**src/rtl/video_timing_pkg.sv**
```systemverilog
// rtl/video_timing_pkg.sv - shared 720x480p60 raster constants for the timing and pixel stages
//
// Purpose: single source of the default raster geometry, the coordinate widths
// shared with the pixel stage, and the pixel-stage window offsets used to place
// the 512x384 scaled image inside the 720x480 active area.
// Ports: none (package).

package video_timing_pkg;

  // Horizontal geometry, in pixels; the line runs active, front porch, sync, back porch.
  localparam int H_ACTIVE_DEF = 720;
  localparam int H_FP_DEF     = 16;
  localparam int H_SYNC_DEF   = 62;
  localparam int H_BP_DEF     = 60;
  localparam int H_TOTAL_DEF  = H_ACTIVE_DEF + H_FP_DEF + H_SYNC_DEF + H_BP_DEF;

  // Vertical geometry, in lines; same ordering as horizontal.
  localparam int V_ACTIVE_DEF = 480;
  localparam int V_FP_DEF     = 9;
  localparam int V_SYNC_DEF   = 6;
  localparam int V_BP_DEF     = 30;
  localparam int V_TOTAL_DEF  = V_ACTIVE_DEF + V_FP_DEF + V_SYNC_DEF + V_BP_DEF;

  // Coordinate widths shared by the timing generator and the pixel stage.
  localparam int VIDEO_X_BITWIDTH = 10;
  localparam int VIDEO_Y_BITWIDTH = 10;

  // Top-left corner of the 512x384 window inside the 720x480 active area.
  localparam int PIX_WIN_X_OFFSET = 104;
  localparam int PIX_WIN_Y_OFFSET = 48;

endpackage

```
**src/rtl/sig_delay_line.sv**
```systemverilog
// rtl/sig_delay_line.sv - ce-gated shift register delaying a bus by DEPTH cycles
//
// Purpose: aligns control signals with a downstream pipeline of fixed latency.
// DEPTH=0 is a plain wire; otherwise every stage resets to RESET_VAL.
// Ports:
//   clk  in            clock, all logic on posedge
//   rst  in            synchronous active-low reset
//   ce   in            stage enable; stages hold while ce=0
//   d    in  [WIDTH]   input bus
//   q    out [WIDTH]   d delayed by DEPTH ce-cycles

module sig_delay_line #(
  parameter int               WIDTH     = 1,
  parameter int               DEPTH     = 1,
  parameter logic [WIDTH-1:0] RESET_VAL = '0
) (
  input  logic             clk,
  input  logic             rst,
  input  logic             ce,
  input  logic [WIDTH-1:0] d,
  output logic [WIDTH-1:0] q
);

  if (DEPTH == 0) begin : g_pass
    assign q = d;
  end else begin : g_pipe
    logic [WIDTH-1:0] stage [DEPTH];

    always_ff @(posedge clk) begin
      if (!rst) begin
        for (int i = 0; i < DEPTH; i++) stage[i] <= RESET_VAL;
      end else if (ce) begin
        stage[0] <= d;
        for (int i = 1; i < DEPTH; i++) stage[i] <= stage[i-1];
      end
    end

    assign q = stage[DEPTH-1];
  end

endmodule

```
**src/rtl/video_timing_gen.sv**
```systemverilog
// rtl/video_timing_gen.sv - raster timing generator feeding the pixel stage and frame buffer
//
// Purpose: free-running x/y raster counters with line/frame strobes, plus
// hsync/vsync/de delayed to match the pixel stage's RGB pipeline latency.
// The raster phase (active, front porch, sync, back porch) is implied by x/y.
// Ports:
//   clk          in        pixel clock
//   rst          in        synchronous active-low reset
//   ce           in        pixel enable; everything holds while ce=0
//   x            out [XW]  horizontal count, undelayed
//   y            out [YW]  vertical count, undelayed
//   hsync        out       delayed horizontal sync
//   vsync        out       delayed vertical sync (line aligned)
//   de           out       delayed data enable (active area)
//   line_start   out       pulse while x=0 after a wrap, undelayed
//   frame_start  out       pulse while x=0,y=0 after a wrap, undelayed
//   frame_cnt    out [8]   frame counter, wraps 255->0

module video_timing_gen
  import video_timing_pkg::*;
#(
  parameter int H_ACTIVE         = H_ACTIVE_DEF,
  parameter int H_FP             = H_FP_DEF,
  parameter int H_SYNC           = H_SYNC_DEF,
  parameter int H_BP             = H_BP_DEF,
  parameter int V_ACTIVE         = V_ACTIVE_DEF,
  parameter int V_FP             = V_FP_DEF,
  parameter int V_SYNC           = V_SYNC_DEF,
  parameter int V_BP             = V_BP_DEF,
  parameter int SYNC_ACTIVE_LOW  = 1,
  parameter int SYNC_DELAY       = 2,
  parameter int VIDEO_X_BITWIDTH = video_timing_pkg::VIDEO_X_BITWIDTH,
  parameter int VIDEO_Y_BITWIDTH = video_timing_pkg::VIDEO_Y_BITWIDTH
) (
  input  logic                        clk,
  input  logic                        rst,
  input  logic                        ce,
  output logic [VIDEO_X_BITWIDTH-1:0] x,
  output logic [VIDEO_Y_BITWIDTH-1:0] y,
  output logic                        hsync,
  output logic                        vsync,
  output logic                        de,
  output logic                        line_start,
  output logic                        frame_start,
  output logic [7:0]                  frame_cnt
);

  localparam int XW      = VIDEO_X_BITWIDTH;
  localparam int YW      = VIDEO_Y_BITWIDTH;
  localparam int H_TOTAL = H_ACTIVE + H_FP + H_SYNC + H_BP;
  localparam int V_TOTAL = V_ACTIVE + V_FP + V_SYNC + V_BP;

  if (H_TOTAL > (1 << XW)) begin : g_bad_x_width
    $error("video_timing_gen: H_TOTAL does not fit in VIDEO_X_BITWIDTH");
  end
  if (V_TOTAL > (1 << YW)) begin : g_bad_y_width
    $error("video_timing_gen: V_TOTAL does not fit in VIDEO_Y_BITWIDTH");
  end

  // Compare on one extra bit so a boundary equal to 2^width still fits.
  localparam logic [XW:0] H_LAST   = (XW+1)'(H_TOTAL - 1);
  localparam logic [XW:0] H_ACT    = (XW+1)'(H_ACTIVE);
  localparam logic [XW:0] HS_BEGIN = (XW+1)'(H_ACTIVE + H_FP);
  localparam logic [XW:0] HS_END   = (XW+1)'(H_ACTIVE + H_FP + H_SYNC);
  localparam logic [YW:0] V_LAST   = (YW+1)'(V_TOTAL - 1);
  localparam logic [YW:0] V_ACT    = (YW+1)'(V_ACTIVE);
  localparam logic [YW:0] VS_BEGIN = (YW+1)'(V_ACTIVE + V_FP);
  localparam logic [YW:0] VS_END   = (YW+1)'(V_ACTIVE + V_FP + V_SYNC);
  localparam logic        SYNC_POL = (SYNC_ACTIVE_LOW != 0);

  logic [XW:0] x_ext;
  logic [YW:0] y_ext;
  logic        h_wrap;
  logic        v_wrap;
  logic        de_raw;
  logic        hs_raw;
  logic        vs_raw;
  logic [2:0]  ctl_raw;
  logic [2:0]  ctl_dly;

  assign x_ext  = {1'b0, x};
  assign y_ext  = {1'b0, y};
  assign h_wrap = (x_ext == H_LAST);
  assign v_wrap = (y_ext == V_LAST);

  always_ff @(posedge clk) begin
    if (!rst) begin
      x           <= '0;
      y           <= '0;
      frame_cnt   <= '0;
      line_start  <= 1'b0;
      frame_start <= 1'b0;
    end else if (ce) begin
      // Strobes are registered alongside the wrap so they coincide with x=0.
      line_start  <= h_wrap;
      frame_start <= h_wrap && v_wrap;
      if (h_wrap) begin
        x <= '0;
        if (v_wrap) begin
          y         <= '0;
          frame_cnt <= frame_cnt + 8'd1;
        end else begin
          y <= y + YW'(1);
        end
      end else begin
        x <= x + XW'(1);
      end
    end
  end

  // vs_raw only looks at y, so vsync changes on the line boundary.
  assign de_raw  = (x_ext < H_ACT) && (y_ext < V_ACT);
  assign hs_raw  = (x_ext >= HS_BEGIN) && (x_ext < HS_END);
  assign vs_raw  = (y_ext >= VS_BEGIN) && (y_ext < VS_END);
  assign ctl_raw = {de_raw, hs_raw ^ SYNC_POL, vs_raw ^ SYNC_POL};

  sig_delay_line #(
    .WIDTH     (3),
    .DEPTH     (SYNC_DELAY),
    .RESET_VAL ({1'b0, SYNC_POL, SYNC_POL})
  ) u_ctl_dly (
    .clk (clk),
    .rst (rst),
    .ce  (ce),
    .d   (ctl_raw),
    .q   (ctl_dly)
  );

  assign {de, hsync, vsync} = ctl_dly;

endmodule

```
**config.mk**
```make
export PLATFORM = sky130hd
export DESIGN_NAME = video_timing_gen
export DESIGN_NICKNAME = d
export VERILOG_FILES = /design/src/rtl/video_timing_pkg.sv /design/src/rtl/sig_delay_line.sv /design/src/rtl/video_timing_gen.sv
export SDC_FILE = /design/constraint.sdc
export NUM_CORES = 1
export LEC_CHECK = 0
export BUFFER_PORTS_ARGS = -buffer_cell sky130_fd_sc_hd__buf_2
export CORE_MARGIN = 2
export CORE_UTILIZATION = 58
export DETAILED_ROUTE_END_ITERATION = 7
export GPL_ROUTABILITY_DRIVEN = 0
export PLACE_DENSITY = 0.88
export REMOVE_ABC_BUFFERS = 1
export SYNTH_ARGS = -nofsm -noshare
export SYNTH_HDL_FRONTEND = slang
export SYNTH_HIERARCHICAL = 1
export SYNTH_SLANG_ARGS = --single-unit
```
**constraint.sdc**
```tcl
create_clock -name clk -period 5.06 [get_ports clk]
set_clock_uncertainty 0.05 [all_clocks]
set_input_delay 1.012 -clock clk [delete_from_list [all_inputs] [get_ports clk]]
set_output_delay 1.012 -clock clk [all_outputs]
set_load 0.01 [all_outputs]
```
==> reports/qor.yml, run 1 <==
status:
  status: "completed"
pwr:
  total_power_w: 0.000518
  powerDensity_nw_per_um2: 253
  power.static_leakage_nw: 0.759
  vdd.ir_drop.worst_v: 0.000167
grt:
  grt_pass1_vias: 1340
  grt_first_pass_wirelength_um: 6100
  globalRoute.totalOverflow: 0
  grt_util_all_layers_pct: 22.9
  antenna_found_initial: 0
  grt_max_degree: 22
setup_path:
  crit_type: "primary input to flip-flop"
  crit_path_cell_trace: "buf_2 > nand4b_1 > or3_4 > o21ai_1 > nor2_1"
  critical_path_peak_fanout: 21
  endpoint_kind_of_the_worst_setup_timing_path: "flip-flop"
  crit_arrival_ns: 2.74
  max_stage_delay_ns: 0.56
  critical_path.startpoint_type: "primary input"
  cp_slowest_cell: "sky130_fd_sc_hd__o21ai_1"
  required_time_at_the_endpoint_of_the_critical_path_ns: 5.23
layout:
  areaGrowthSynthToFinish_pct: 13.0
  post-route-cell-area_um2: 2050
  fillers: 258
  finalNonFillerCells: 268
  post_route_cells_drive_above_1_share_pct: 20.0
  antenna-diode-count: 0
  nets: 245
sta:
  final_report_setup_violation_count: 0
  min_period_over_period_pct: 50.8
  achievable-frequency_ghz: 0.389
  max_slew.worst_pin.slew_ns: 0.642
  finalWorstSetupSlack_ns: 2.49
  finalCriticalPeriod_ns: 2.57
  grt_setup_unrepaired: "no"
  timing.final.max_slew_violations: 0
  setup-tns-final_ns: 0
  timing.slew.headroom_pct: 56.9
  timing.final.hold_violations: 0
clock_tree:
  number_of_post_cts_setup_repair_buffers: 0
  ctsResizeCount: 0
  cts_tree: "yes"
  htreeDepth: 2
  numCtsBuffers: 5
  clkSinkCount: 36
  clock_tree.buffer_depth: 2
  ctsRootBufferMaster: "sky130_fd_sc_hd__clkbuf_4"
  clk_pin_slew_worst_paths_ns: 0.11
  ctsHoldBuffers: 0
  clock_insertion_delay_worst_skew_ns: 0.36
drt:
  finalWirelength_um: 3640
  amount_of_wire_on_met2_after_detailed_routing_um: 1590
  met1_length_um: 1770
  wl_cell_um: 13.6
  wl_met3_um: 202
  top_layer: "met4"
  route.vias.total: 1584
  detail_route.vias_per_cell: 5.91
  drc_errors: 0
  violation_count_after_the_first_detailed_routing_iteration: 74
  detail_route.first_pass.iterations: 4
  drt.antenna.violating_nets: 0
synth:
  syn-cell-area_um2: 1810
  synth_async_sr_flop_share_pct: 0
  postSynthAreaPerCell_um2: 8.98
  synth.ff_latch_count: 36
  leading_post_synthesis_cells_by_cell_area: "sky130_fd_sc_hd__dfxtp_1 (33%), sky130_fd_sc_hd__edfxtp_1 (9.9%), sky130_fd_sc_hd__ha_1 (5.5%)"
  most_frequently_used_cell_type_in_the_post_synthesis_netlist: "sky130_fd_sc_hd__dfxtp_1"
  synth_top_cells_by_count: "sky130_fd_sc_hd__dfxtp_1 (30), sky130_fd_sc_hd__nor2_1 (20), sky130_fd_sc_hd__a21oi_1 (15), sky130_fd_sc_hd__nand2_1 (15), sky130_fd_sc_hd__nand3_1 (12)"
  synth_top_cell_area_share_pct: 33.1
  post_synth_num_cell_types: 39
  ys_dominant_reg_cell: "sky130_fd_sc_hd__dfxtp_1"
  postSynthCellCount: 202
  synth-warning-count: 6
  sequential_fraction_of_the_synthesis_area_pct: 43.0
  post-synth-top-area-cell: "sky130_fd_sc_hd__dfxtp_1"
  synth_edf_count: 6
floorplanning:
  count_of_standard_cell_rows: 20
  die_height_um: 59.9
  start_util_pct: 60.4
  io_pins: 36
  design.core.area_um2: 3000
  die_w_um: 59.9
  dieArea_um2: 3590
worst_hold_path:
  timing.hold.worst.class: "flip-flop to flip-flop"
placement:
  post_placement_cell_count: 260
  placedInstanceArea_um2: 1970
  dp_hpwl_um: 2520
  buffer_ports.inserted: 35
  detailedPlace.worstSlack_ns: 2.12
run:
  timing.max_cap.violations: 0
## power breakdown
group          leakage (nW)  internal [W]  total [W]  switching [W]
logic                 0.421    0.00000609  0.0000183      0.0000122
clock network        0.0422      0.000104   0.000203      0.0000993
registers             0.295      0.000294   0.000297     0.00000316
## layer usage
| metal | vias to the layer above | track usage [%] |
|---|---|---|
| met2 | 46 | 33.4 |
| met3 | 8 | 7.14 |
| met4 | 0 | 10.2 |
| met5 | - | 0 |
| met1 | 731 | 30.9 |
| li1 | 799 | - |
## flip-flops by register name, summed over array words and instances (netlist names)
signal                  cells
y                          10
line_start                  1
frame_cnt                   8
x                          10
frame_start                 1
u_ctl_dly/g_pipe.stage      6
## worst max-delay path, delay by kind of cell
family	cells	cell delay, ns
AO/OA/AOI/OAI	1	0.56
buffers and inverters	1	0.24
AND/OR/NAND/NOR	3	0.92
## layout by cell type (no fill, tap or decap), types with 2 or more instances in the layout
cell type and n:
sky130_fd_sc_hd__xnor2_1 10, sky130_fd_sc_hd__nand3_1 12, sky130_fd_sc_hd__ha_1 8, sky130_fd_sc_hd__nand2_1 15, sky130_fd_sc_hd__and3_1 4, sky130_fd_sc_hd__inv_1 9, sky130_fd_sc_hd__buf_2 35, sky130_fd_sc_hd__xor2_1 3
sky130_fd_sc_hd__or4_4 2, sky130_fd_sc_hd__a21oi_1 15, sky130_fd_sc_hd__nand3b_1 4, sky130_fd_sc_hd__or3_1 2, sky130_fd_sc_hd__or4_1 9, sky130_fd_sc_hd__nand2b_1 2, sky130_fd_sc_hd__nor4_1 3, sky130_fd_sc_hd__o31ai_1 9
sky130_fd_sc_hd__edfxtp_1 6, sky130_fd_sc_hd__nor3b_1 2, sky130_fd_sc_hd__nor2_1 20, sky130_fd_sc_hd__nand4_1 6, sky130_fd_sc_hd__clkbuf_4 5, sky130_fd_sc_hd__o21ai_0 5, sky130_fd_sc_hd__dfxtp_1 30, sky130_fd_sc_hd__nor3_1 3
## path summary, 6_finish.rpt
kind                                           startpoint                   endpoint  slack (ns)  cells past startpoint
worst max register to register          y[1]$_SDFFE_PN0P_          y[0]$_SDFFE_PN0P_        2.71                      6
worst max-delay path                                   ce          y[0]$_SDFFE_PN0P_        2.49                      5
worst min register to register  frame_cnt[7]$_SDFFE_PN0P_  frame_cnt[7]$_SDFFE_PN0P_        0.43                      2
worst min-delay path            frame_cnt[7]$_SDFFE_PN0P_  frame_cnt[7]$_SDFFE_PN0P_        0.43                      2
## stage by stage
step	util, %	hold slack [ns]
final	68.3	0.434
after global routing	68.3	0.468
after CTS	68.3	0.439
after detailed placement	65.7	0.423
after global placement	65.7	0.413
after floorplan	-	0.432
## kinds of logic after synthesis
kind of cell	after synthesis	share of synthesized area, %
simple gates	91	28.2
fa+ha+maj	8	5.52
buf+inv	19	5.03
compound gates	34	11.4
xor+xnor	13	6.28
flops	36	43.0
mux	1	0.552
## cell type report
type,count,area (um2),share of cell area [%]
Inverter,9,33.8,1.65
Timing Repair Buffer,35,175,8.55
Multi-Input combinational cell,147,942,46.0
Clock buffer,6,41.3,2.01
Clock inverter,2,35.0,1.71
Tap cell,33,41.3,2.01
Sequential cell,36,781,38.1
Note: power is estimated with default switching activity, not from simulation.
==> run 2: changes to the inputs <==
Settings changed: CORE_UTILIZATION 58 to 49, PLACE_DENSITY 0.88 to 0.8.
Clock period 5.06 ns to 2.25 ns, I/O delays scaled along.
==> run 2 against run 1 <==
Routed wire length up 4.9%. Count of clock-buffer cells in the layout decreased by 1. Design area up 6.7%. Core utilization fell by 7.6 points. Largest power group unchanged.
==> reports/qor.yml, run 2 (same netlist as run 1, synthesis figures left out) <==
layout:
  post_route_cells_drive_above_1_share_pct: 23.6  # +3.6 points
  layout.cells.most_common: "sky130_fd_sc_hd__buf_2"
  finalNonFillerCells: 294  # +9.7%
  antenna-diode-count: 0  # unchanged
  nets: 256  # +4.5%
  reg_top3: "x x10, y x10, frame_cnt x8"
  areaGrowthSynthToFinish_pct: 20.6
  layout_common_cells: "sky130_fd_sc_hd__buf_2 (35), sky130_fd_sc_hd__dfxtp_1 (30), sky130_fd_sc_hd__nor2_1 (20)"
pwr:
  power.static_leakage_nw: 0.830  # +9.4%
  powerDensity_nw_per_um2: 579  # +130%
  vdd.ir_drop.worst_v: 0.000393  # +140%
run:
  timing.max_cap.violations: 0  # unchanged
floorplanning:
  start_util_pct: 50.3  # -10 points
  design.core.area_um2: 3610  # +20%
  io_pins: 36  # unchanged
  count_of_standard_cell_rows: 22  # +10%
  die_w_um: 64.9  # +8.2%
  die_height_um: 64.9  # +8.2%
  dieArea_um2: 4210  # +17%
placement:
  post_placement_cell_count: 286  # +10%
  buffer_ports.inserted: 35  # unchanged
  dp_hpwl_um: 2680  # +6.2%
setup_path:
  required_time_at_the_endpoint_of_the_critical_path_ns: 2.43  # -2.80 ns
  crit_arrival_ns: 2.31  # -0.43 ns
  r2r_cells: 4  # -2
  crit_type: "flip-flop to flip-flop"
  endpoint_kind_of_the_worst_setup_timing_path: "flip-flop"
  critical_path_peak_fanout: 7  # -67%
  critical_path.startpoint_type: "flip-flop"
  critical_path_launch_point: "x[5]$_SDFFE_PN0P_"
  reg2reg_from: "x[5]$_SDFFE_PN0P_"
drt:
  route.vias.total: 1621  # +2.3%
  wl_cell_um: 13.0  # -4.4%
  drt.antenna.violating_nets: 0  # unchanged
  detail_route.vias_per_cell: 5.51  # -6.7%
  drc_errors: 0  # unchanged
  finalWirelength_um: 3810  # +4.9%
  detail_route.first_pass.iterations: 4  # unchanged
  violation_count_after_the_first_detailed_routing_iteration: 80  # +8.1%
sta:
  grt_setup_unrepaired: "no"
  timing.final.max_slew_violations: 0  # unchanged
  timing.slew.headroom_pct: 65.9  # +9.0 points
  setup-tns-final_ns: 0  # unchanged
  max_slew.worst_pin.slew_ns: 0.508  # -0.134 ns
  timing.final.hold_violations: 0  # unchanged
  hold_ws_ns: 0.428  # -0.00621 ns
  final_report_setup_violation_count: 0  # unchanged
  achievable-frequency_ghz: 0.471
  min_period_over_period_pct: 94.4
  finalCriticalPeriod_ns: 2.13
grt:
  grt_max_degree: 22  # unchanged
  grt_pass1_vias: 1422  # +6.1%
  met1_usage_in_global_routing_pct: 25.0  # -5.9 points
  globalRouteMet2Util_pct: 31.4  # -1.9 points
  globalRoute.totalOverflow: 0  # unchanged
  grt-busiest-layer: "met2"
  grt_first_pass_wirelength_um: 6420  # +5.3%
  antenna_found_initial: 0  # unchanged
  use_met3_pct: 5.38  # -1.8 points
  grt_util_all_layers_pct: 19.3  # -3.5 points
worst_hold_path:
  timing.hold.worst.class: "flip-flop to flip-flop"
  hold-path-cell-count: 2  # unchanged
  timing.hold.worst.start: "line_start$_SDFFE_PN0P_"
clock_tree:
  ctsRootBufferMaster: "sky130_fd_sc_hd__clkbuf_8"
  clock_tree.buffer_depth: 2  # unchanged
  number_of_post_cts_setup_repair_buffers: 0  # unchanged
  cts_tree: "yes"
  clk_pin_slew_worst_paths_ns: 0.07  # -0.04 ns
  clkSinkCount: 36  # unchanged
  htreeDepth: 2  # unchanged
  numCtsBuffers: 5  # unchanged
  ctsHoldBuffers: 0  # unchanged
  clock_insertion_delay_worst_skew_ns: 0.29  # -0.07 ns
status:
  status: "completed"
## run 2: changes by cell type in the layout (fill, tap and decap cells not counted), moves of 2 or more
cell,change
sky130_fd_sc_hd__buf_4,+11
sky130_fd_sc_hd__clkbuf_4,-5
sky130_fd_sc_hd__clkbuf_8,+5
sky130_fd_sc_hd__clkinv_1,+2
## run 2: worst paths after layout
kind / to / slack [ns]
setup / recovery: y[6]$_SDFFE_PN0P_ / 0.12
setup reg to reg: y[6]$_SDFFE_PN0P_ / 0.12
hold / removal: line_start$_SDFFE_PN0P_ / 0.43
hold reg to reg: line_start$_SDFFE_PN0P_ / 0.43
## run 2: metal layers
layer	wire length, um	vias up
met4	61	0
met1	1820	759
li1	-	808
met2	1730	46
met3	203	8
met5	0	-
## run 2: layout make-up
cell class                      count  area (um2)
Sequential cell                    36         781
Fill cell                         306        1420
Inverter                            9        33.8
Clock inverter                      3        37.5
Clock buffer                        5        68.8
Tap cell                           48        60.1
Timing Repair Buffer               46         258
Multi-Input combinational cell    147         948
## run 2: repair_timing
item	CTS	global route
gates resized for setup	0	1
endpoints found under the setup margin	0	14
hold endpoints to repair	0	0
## run 2: power by group
part	internal [W]	total (W)	switching, W	leakage [nW]
logic	0.0000183	0.0000479	0.0000297	0.481
registers	0.000662	0.000666	0.00000454	0.295
clock network	0.000323	0.000553	0.000230	0.0532
## run 2: stage by stage
stage | total power (W) | instance area [um2] | util [%] | worst slack [ns]
floorplan | 0.000705 | 1760 | - | 0.0619
global placement | 0.000728 | 2070 | 57.5 | 0.177
detailed placement | 0.000729 | 2070 | 57.5 | 0.127
CTS | 0.00127 | 2180 | 60.5 | 0.111
global route | 0.00131 | 2190 | 60.7 | 0.0165
finish | 0.00127 | 2190 | 60.7 | 0.125
## run 2: worst max-delay path, stage by stage (launching register included)
cell and delay, ns:
sky130_fd_sc_hd__dfxtp_1 0.31, sky130_fd_sc_hd__or3b_1 0.47, sky130_fd_sc_hd__or4_4 0.57, sky130_fd_sc_hd__or4b_4 0.53, sky130_fd_sc_hd__a21oi_2 0.13
==> run 3: changes to the inputs <==
Settings changed: SETUP_SLACK_MARGIN from default to 0.3.
==> run 3 against run 2 <==
Clock power is 0.7% lower. Sequential cell count stayed put. Sequential share of layout area is 2.6 points lower. Hold slack hardly changed. Via count is 7.1% higher. Critical path depth stayed put. Setup slack better by 0.11 ns. Critical path type unchanged. Total power hardly changed. Sequential power hardly changed. First-iteration DRC count is 75% higher. Combinational power is 8.8% higher. Final cell count is 3.7% higher.
==> reports/qor.yml, run 3 (same netlist as run 1, synthesis figures left out) <==
layout:
  layout.cells.most_common: "sky130_fd_sc_hd__buf_2"
  nets: 267  # +4.3%
  post_route_cells_drive_above_1_share_pct: 38.1  # +15 points
  antenna-diode-count: 0  # unchanged
  reg_top3: "x x10, y x10, frame_cnt x8"
  areaGrowthSynthToFinish_pct: 32.3
  fillers: 273  # -11%
  layout_common_cells: "sky130_fd_sc_hd__buf_2 (35), sky130_fd_sc_hd__dfxtp_1 (23), sky130_fd_sc_hd__nor2_1 (20), sky130_fd_sc_hd__buf_4 (20), sky130_fd_sc_hd__nand2_1 (15)"
setup_path:
  crit_arrival_ns: 2.20  # -0.11 ns
  endpoint_kind_of_the_worst_setup_timing_path: "flip-flop"
  critical_path_launch_point: "x[5]$_SDFFE_PN0P_"
  reg2reg_slack_ns: 0.23  # +0.11 ns
  cp_slowest_cell: "sky130_fd_sc_hd__or4_4"
  r2r_cells: 4  # unchanged
  critical_path_peak_fanout: 7  # unchanged
  reg2reg_from: "x[5]$_SDFFE_PN0P_"
  crit_type: "flip-flop to flip-flop"
  critical_path.startpoint_type: "flip-flop"
  required_time_at_the_endpoint_of_the_critical_path_ns: 2.43  # about the same
  endpoint_of_the_lowest_slack_register_to_register_path: "y[6]$_SDFFE_PN0P_"
  setup.worst_path.end: "y[6]$_SDFFE_PN0P_"
  crit_path_cell_trace: "or3b_4 > or4_4 > or4b_4 > a21oi_2"
  max_stage_delay_ns: 0.54  # -0.03 ns
grt:
  globalRoute.totalOverflow: 0  # unchanged
  grt_util_all_layers_pct: 20.5  # +1.2 points
  grt_first_pass_wirelength_um: 6800  # +5.8%
  grt_max_degree: 15  # -32%
  antenna_found_initial: 0  # unchanged
  grt_pass1_vias: 1501  # +5.6%
status:
  status: "completed"
pwr:
  vdd.ir_drop.worst_v: 0.000305  # -22%
  power.static_leakage_nw: 0.913  # +10%
  powerDensity_nw_per_um2: 527  # -9.0%
clock_tree:
  clock_tree.buffer_depth: 2  # unchanged
  clkSinkCount: 36  # unchanged
  ctsHoldBuffers: 0  # unchanged
  clock_insertion_delay_worst_skew_ns: 0.29  # about the same
  numCtsBuffers: 5  # unchanged
  clk_pin_slew_worst_paths_ns: 0.07  # about the same
  htreeDepth: 2  # unchanged
  cts_tree: "yes"
  ctsRootBufferMaster: "sky130_fd_sc_hd__clkbuf_8"
sta:
  hold_ws_ns: 0.428  # +0.000131 ns
  min_period_over_period_pct: 89.6  # -4.8 points
  grt_setup_unrepaired: "yes"
  timing.final.hold_violations: 0  # unchanged
  timing.final.max_slew_violations: 0  # unchanged
  achievable-frequency_ghz: 0.496  # +5.4%
  max_slew.worst_pin.slew_ns: 0.515  # +0.00689 ns
  finalCriticalPeriod_ns: 2.02  # -0.108 ns
  timing.slew.headroom_pct: 65.4  # -0.46 points
  final_report_setup_violation_count: 0  # unchanged
  setup-tns-final_ns: 0  # unchanged
drt:
  drt.antenna.violating_nets: 0  # unchanged
  detail_route.vias_per_cell: 5.69  # +3.2%
  wl_cell_um: 14.4  # +11%
  route.vias.total: 1736  # +7.1%
  finalWirelength_um: 4400  # +15%
  drc_errors: 0  # unchanged
  violation_count_after_the_first_detailed_routing_iteration: 140  # +75%
  detail_route.first_pass.iterations: 4  # unchanged
floorplanning:
  count_of_standard_cell_rows: 22  # unchanged
  io_pins: 36  # unchanged
  die_w_um: 64.9  # unchanged
  dieArea_um2: 4210  # unchanged
  die_height_um: 64.9  # unchanged
  design.core.area_um2: 3610  # unchanged
  start_util_pct: 50.3  # unchanged
placement:
  dp_hpwl_um: 2680  # unchanged
  buffer_ports.inserted: 35  # unchanged
run:
  timing.max_cap.violations: 0  # unchanged
worst_hold_path:
  timing.hold.worst.class: "flip-flop to flip-flop"
## run 3: cell types whose count changed in the layout (fill, tap and decap cells not counted), moves of 3 or more
cell / change
sky130_fd_sc_hd__buf_4: +9
sky130_fd_sc_hd__a21oi_2: +6
sky130_fd_sc_hd__dfxtp_1: -7
sky130_fd_sc_hd__a21oi_1: -6
sky130_fd_sc_hd__or4_4: +5
sky130_fd_sc_hd__or4_1: -5
sky130_fd_sc_hd__dfxtp_2: +5
sky130_fd_sc_hd__o31ai_2: +3
sky130_fd_sc_hd__o31ai_1: -3
## run 3: repair_timing
action | CTS | global route
setup endpoints to repair | 17 | 17
pin swaps | 9 | 16
setup buffers | 5 | 4
resized for setup | 6 | 33
cloned | 2 | 0
## run 3: stage by stage
| stage | setup slack (ns) | total power [W] | area [um2] | cells | util, % |
|---|---|---|---|---|---|
| global route | 0.197 | 0.00131 | 2400 | 305 | 66.6 |
| global placement | 0.177 | 0.000728 | 2070 | 286 | 57.5 |
| CTS | 0.227 | 0.00127 | 2260 | 301 | 62.6 |
| finish | 0.233 | 0.00127 | 2400 | 305 | 66.6 |
| detailed placement | 0.127 | 0.000729 | 2070 | 286 | 57.5 |
| floorplan | 0.0619 | 0.000705 | 1760 | 192 | - |
## run 3: critical path, delay by kind of cell (launching register included)
| family | cells | cell delay [ns] |
|---|---|---|
| AO/OA/AOI/OAI | 1 | 0.12 |
| AND/OR/NAND/NOR | 3 | 1.48 |
| flip-flops | 1 | 0.31 |
## run 3: routing by layer
metal,track usage [%],vias up,part of all wire [%]
li1,-,837,-
met1,26.7,820,45
met2,33.2,64,47
met3,5.38,15,6.1
met4,6.12,0,2.2
met5,0,-,0
## run 3: where the power goes
group          internal [W]  switching, W  leakage (nW)
clock network      0.000322      0.000227        0.0532
logic             0.0000193     0.0000329         0.560
registers          0.000660    0.00000459         0.299
## run 3: how the worst min path moves through the flow
stage	startpoint	to	slack, ns	cells past startpoint
detailed placement	line_start$_SDFFE_PN0P_	line_start$_SDFFE_PN0P_	0.42	2
global placement	frame_cnt[7]$_SDFFE_PN0P_	frame_cnt[7]$_SDFFE_PN0P_	0.41	2
floorplan	u_ctl_dly/g_pipe.stage[0][0]$_SDFFCE_PN1P_	u_ctl_dly/g_pipe.stage[0][3]$_SDFFCE_PN1P_	0.43	1
finish	line_start$_SDFFE_PN0P_	line_start$_SDFFE_PN0P_	0.43	2
CTS	line_start$_SDFFE_PN0P_	line_start$_SDFFE_PN0P_	0.43	2
global route	line_start$_SDFFE_PN0P_	line_start$_SDFFE_PN0P_	0.46	2
## run 3: final cells by class
type                            count  area (um2)  area share [%]
Tap cell                           48        60.1            2.50
Clock inverter                      3        37.5            1.56
Multi-Input combinational cell    149        1080            44.8
Timing Repair Buffer               55         325            13.5
Inverter                            9        38.8            1.62
Sequential cell                    36         795            33.1
Clock buffer                        5        68.8            2.87
